===== config.mk =====
export PLATFORM = sky130hd
export DESIGN_NAME = lda_avalon_slave
export DESIGN_NICKNAME = d
export VERILOG_FILES = /design/src/rtl/lda_avalon_slave.sv
export SDC_FILE = /design/constraint.sdc
export NUM_CORES = 1
export LEC_CHECK = 0
export CORE_AREA = 3 3 104 106
export CTS_CLUSTER_SIZE = 30
export DETAILED_ROUTE_END_ITERATION = 8
export DIE_AREA = 0 0 107 109
export GPL_TIMING_DRIVEN = 0
export PLACE_DENSITY = 0.73
export SYNTH_ARGS = -nofsm -noshare
export SYNTH_HDL_FRONTEND = slang
export SYNTH_SLANG_ARGS = --single-unit

===== constraint.sdc =====
create_clock -name clk -period 4.35 [get_ports clk]
set_input_delay 0.6525 -clock clk [delete_from_list [all_inputs] [get_ports clk]]
set_output_delay 0.6525 -clock clk [all_outputs]
set_load 0.02 [all_outputs]

===== src/rtl/lda_avalon_slave.sv =====
// Avalon-MM register front end for the line-drawing accelerator: CPU-visible
// staging registers, launch-time shadow copies, go/done handshake and stall/poll flow control.
module lda_avalon_slave #(
  parameter int unsigned X_W = 9,
  parameter int unsigned Y_W = 8,
  parameter int unsigned C_W = 3
) (
  input  logic           clk,
  input  logic           reset,
  input  logic [2:0]     avs_address,
  input  logic           avs_read,
  input  logic           avs_write,
  input  logic [31:0]    avs_writedata,
  output logic [31:0]    avs_readdata,
  output logic           avs_waitrequest,
  output logic           o_GO,
  input  logic           i_DONE,
  output logic [X_W-1:0] o_x0,
  output logic [Y_W-1:0] o_y0,
  output logic [X_W-1:0] o_x1,
  output logic [Y_W-1:0] o_y1,
  output logic [C_W-1:0] o_colour
);

  typedef enum logic [1:0] {S_IDLE, S_BUSY, S_ACK} state_t;

  localparam logic [2:0] A_MODE   = 3'd0;
  localparam logic [2:0] A_STATUS = 3'd1;
  localparam logic [2:0] A_GO     = 3'd2;
  localparam logic [2:0] A_START  = 3'd3;
  localparam logic [2:0] A_END    = 3'd4;
  localparam logic [2:0] A_COLOUR = 3'd5;

  state_t         state;
  logic           mode;
  logic           run_mode;
  logic [X_W-1:0] stage_x0, stage_x1;
  logic [Y_W-1:0] stage_y0, stage_y1;
  logic [C_W-1:0] stage_colour;
  logic           go_write;
  logic           go_accept;
  logic           wait_raw;
  logic           write_ok;
  logic           unused_bits;

  assign go_write  = avs_write && (avs_address == A_GO);
  assign go_accept = (state == S_IDLE) && go_write;
  assign write_ok  = avs_write && !avs_waitrequest;
  assign unused_bits = ^avs_writedata[31:X_W+Y_W];

  // Idle stalls on the current MODE; once launched the sampled mode governs.
  always_comb begin
    wait_raw = 1'b0;
    case (state)
      S_IDLE:  wait_raw = !mode && go_write;
      S_BUSY:  wait_raw = !run_mode && (avs_read || avs_write);
      default: wait_raw = 1'b0;
    endcase
  end

  assign avs_waitrequest = reset && wait_raw;

  always_ff @(posedge clk or negedge reset) begin
    if (!reset) begin
      mode         <= 1'b0;
      stage_x0     <= '0;
      stage_y0     <= '0;
      stage_x1     <= '0;
      stage_y1     <= '0;
      stage_colour <= '0;
    end else if (write_ok) begin
      case (avs_address)
        A_MODE: if (state == S_IDLE) mode <= avs_writedata[0];
        A_START: begin
          stage_x0 <= avs_writedata[X_W-1:0];
          stage_y0 <= avs_writedata[X_W+Y_W-1:X_W];
        end
        A_END: begin
          stage_x1 <= avs_writedata[X_W-1:0];
          stage_y1 <= avs_writedata[X_W+Y_W-1:X_W];
        end
        A_COLOUR: stage_colour <= avs_writedata[C_W-1:0];
        default: ;
      endcase
    end
  end

  // A done pulse that coincides with go belongs to a previous line and is dropped.
  always_ff @(posedge clk or negedge reset) begin
    if (!reset) begin
      state    <= S_IDLE;
      run_mode <= 1'b0;
      o_GO     <= 1'b0;
      o_x0     <= '0;
      o_y0     <= '0;
      o_x1     <= '0;
      o_y1     <= '0;
      o_colour <= '0;
    end else begin
      o_GO <= go_accept;
      case (state)
        S_IDLE: begin
          if (go_accept) begin
            state    <= S_BUSY;
            run_mode <= mode;
            o_x0     <= stage_x0;
            o_y0     <= stage_y0;
            o_x1     <= stage_x1;
            o_y1     <= stage_y1;
            o_colour <= stage_colour;
          end
        end
        S_BUSY: begin
          if (i_DONE && !o_GO) state <= run_mode ? S_IDLE : S_ACK;
        end
        S_ACK:   state <= S_IDLE;
        default: state <= S_IDLE;
      endcase
    end
  end

  always_comb begin
    avs_readdata = '0;
    if (avs_read) begin
      case (avs_address)
        A_MODE:   avs_readdata[0] = mode;
        A_STATUS: avs_readdata[0] = (state != S_IDLE);
        A_START:  avs_readdata[X_W+Y_W-1:0] = {stage_y0, stage_x0};
        A_END:    avs_readdata[X_W+Y_W-1:0] = {stage_y1, stage_x1};
        A_COLOUR: avs_readdata[C_W-1:0] = stage_colour;
        default:  avs_readdata = '0;
      endcase
    end
  end

endmodule

==> metrics.csv <==
stage;metric;value;unit
status;status;finished, final reports clean;
synthesis;cell count after synthesis;250;
clock_tree;Longest Clk Path Bufs;2;
drt;drt first pass iters;4;
global_routing;pin count of the biggest net entering global routing;53;
synthesis;post-synthesis mux area share;25.7;%
synthesis;Compound-Gate Fraction of Synth Area;5.54;%
drt;Routed Antenna Nets;0;
worst_hold_path;worst hold path class;input pin to async pin;
pwr;total power draw;2.49;mW
pwr;clock share of power;21.1;%
worst_setup_path;worst path required time;3.70;ns
placement;Post-DP HPWL;5710;um
timing;RSZ-0062 raised after global routing;false;
clock_tree;CTS Buf Count;9;
timing;Worst slew margin;33.3;%
pwr;Power Dens Cells;527;mW/mm^2
layout;# diodes;0;
layout;layout cells sized above 1;33.1;%
timing;Fin. Hold Viols;0;
drt;Remaining DRCs;0;
pwr;Sw Ratio;31.3;%
clock_tree;hold buffer count at CTS;0;
drt;via count;2297;
pwr;NetSw;778;uW
drt;routed len/inst;16.5;um
synthesis;top-count cell post-synth;dfrtp_1;
synthesis;Post-synth top cells;79 x dfrtp_1, 72 x mux2_2, 15 x buf_4, 15 x nor2b_1, 14 x a22oi_1;
synthesis;adder-cell share of the synthesized area;0;%
global_routing;Congestion Overflow GR;0;
layout;Seq. cell area;0.00198;mm^2
layout;Filler Cell Count;893;
timing;final setup vio count;0;
synthesis;post-synthesis xor/xnor area fraction;0;%
clock_tree;CTS Root Cell;clkbuf_8;
global_routing;initial antenna violation count;0;
floorplanning;Core ar.;0.00986;mm^2
worst_setup_path;Worst setup SP type;input pin;
timing;Final Cycle Share;92.7;%
timing;final setup skew;0.00958;ns
worst_setup_path;crit path max fanout;10;
synthesis;mapped cell area;0.00350;mm^2
drt;final wirelength;8130;um
synthesis;Async S/R FF share, synth;100;%
synthesis;post-synthesis sequential area ratio;56.5;%
timing;Fmax achieved;248;MHz
floorplanning;Rows;36;
pwr;peak supply drop;0.269;mV
pwr;P_int;1.71;mW
pwr;combinational share of power;34.3;%
timing;fin crit period;4.03;ns
layout;Area Growth Syn to Fin;35.0;%
clock_tree;clk sinks;79;
global_routing;GRT Util Overall;14.5;%
placement;Port Buffers;79;
floorplanning;DIE HEIGHT;109;um
synthesis;simple-gate portion of the synthesized area;5.90;%
synthesis;Seq cells post-synth;79;
clock_tree;CTS clk-pin slew, worst paths;0.08;ns
global_routing;first-pass GRT wire length;12800;um
worst_setup_path;Worst setup EP type;output port;
timing;worst-margin pin slew;1.00;ns
worst_setup_path;Crit Path Class;input pin to output port;
layout;nets;395;
synthesis;Synth warnings;0;
synthesis;Cell variety after synth;31;
drt;Detailed Route Iter0 Violations;48;
floorplanning;Horiz. Die Dim;107;um
worst_setup_path;Worst EP arrival;3.38;ns
synthesis;area share of the largest cell type after synthesis;56.5;%
clock_tree;Clock Latency Late Sink;0.35;ns
placement;RePlAce Congestion;0.789;
timing;Slew Limit Fails;0;
drt;vias per cell;4.66;
timing;hold_ws;0.232;ns
floorplanning;Starting Density;35.5;%
global_routing;vias in the first global route;2356;
run;MaxCap Viol Count;0;
clock_tree;H-tree Lvls;3;
clock_tree;CTS tree;yes;
synthesis;synthesized area per cell;14.0;um^2
pwr;sequential group share of total power;44.5;%
floorplanning;I/O pin total;111;
floorplanning;Die Area;0.0117;mm^2
layout;Multi-input gate area;0.00136;mm^2
synthesis;Post-synth EDFFs;0;
pwr;Static Leakage;2.04;nW
synthesis;post-synth top area cell;dfrtp_1;
synthesis;largest family of logic cells by synthesized area;multiplexers;
synthesis;most frequently used flop master after synthesis;dfrtp_1;
clock_tree;post-CTS setup buffer count;0;
synthesis;Area contributors post-synth;dfrtp_1 56%, mux2_2 23%, buf_4 3.2%, a22oi_1 3.0%, nor2b_1 2.7%;
clock_tree;post_cts resized;0;
[power groups by stage]
stage | clock network (mW) | registers [mW] | logic [mW]
6_report | 0.526 | 1.11 | 0.854
5_1_grt | 0.573 | 1.14 | 0.910
2_1_floorplan | 0 | 1.27 | 0.289
3_3_place_gp | 0 | 1.11 | 0.850
3_5_place_dp | 0 | 1.12 | 0.864
4_1_cts | 0.544 | 1.11 | 0.867
[layout make-up]
class | count | area share (%)
Buffer | 27 | 4.37
Clock inverter | 6 | 1.30
Inverter | 3 | 0.238
Clock buffer | 10 | 2.70
Tap cell | 133 | 3.52
Timing Repair Buffer | 80 | 17.3
Sequential cell | 79 | 41.9
Multi-Input combinational cell | 155 | 28.7
[registers in the layout, indices dropped and copies added, names as in the netlist]
signal / cells
o_colour: 3
o_y1: 8
stage_y0: 8
stage_colour: 3
stage_y1: 8
o_GO: 1
o_x1: 9
mode: 1
state: 2
o_y0: 8
o_x0: 9
stage_x1: 9
run_mode: 1
stage_x0: 9
[critical path, cell delays in order]
cell	delay, ns
clkdlybuf4s50_1	0.55
or4b_1	0.48
or3b_1	0.40
buf_6	0.15
buf_6	0.15
o21a_1	0.17
nor3_1	0.16
clkdlybuf4s50_1	0.67
[final timing paths]
kind / from / end / slack [ns] / cells after the start
worst max-delay path: avs_write / avs_waitrequest / 0.32 / 8
worst min-delay path: reset / o_x1[7] / 0.23 / 1
worst min register to register: o_x1[7] / o_x1[7] / 0.51 / 1
min in group clk: o_x1[7] / o_x1[7] / 0.51 / 1
worst max register to register: state[1] / stage_x1[0] / 1.75 / 5
max in group asynchronous: reset / stage_y1[4] / 3.52 / 2
[per-stage QoR]
| step | cell area [um^2] | util [%] | cells | TNS [ns] | worst slack, ns |
|---|---|---|---|---|---|
| after floorplan | 3550 | - | 264 | 0 | 1.13 |
| after global placement | 4510 | 45.7 | 476 | -74.54 | -1.79 |
| after detailed placement | 4530 | 46.0 | 477 | 0 | 0.306 |
| after CTS | 4720 | 47.9 | 493 | 0 | 0.290 |
| after global routing | 4720 | 47.9 | 493 | 0 | 0.151 |
| final | 4720 | 47.9 | 493 | 0 | 0.318 |
[cells by family after synthesis]
| group | Yosys count |
|---|---|
| muxes | 79 |
| DFF | 79 |
| and+or+nand+nor | 34 |
| buffers and inverters | 30 |
| AOI/OAI and AO/OA | 27 |
| other | 1 |
[placed cells by master, fill, tap and decap left out, types with 2 or more instances in the layout]
| master | count |
|---|---|
| mux2i_1 | 3 |
| o21ai_0 | 6 |
| and2_1 | 4 |
| dfrtp_1 | 79 |
| nand2_1 | 4 |
| clkinv_2 | 3 |
| buf_4 | 16 |
| nand2b_1 | 2 |
| clkbuf_1 | 4 |
| a22oi_1 | 14 |
| nor2b_1 | 15 |
| nor3_1 | 2 |
| buf_6 | 6 |
| mux2_2 | 72 |
| buf_2 | 3 |
| clkbuf_8 | 9 |
| mux2_4 | 4 |
| inv_1 | 3 |
| clkdlybuf4s50_1 | 78 |
| conb_1 | 15 |
[per-layer routing]
metal | track usage, % | share of wire [%] | up-vias
met5 | 0 | 0 | -
met4 | 3.84 | 0.63 | 0
met3 | 3.37 | 4.9 | 7
met2 | 24.5 | 50 | 70
met1 | 18.8 | 45 | 1148
li1 | - | - | 1072
No activity file was read; power rests on OpenSTA's default activity.
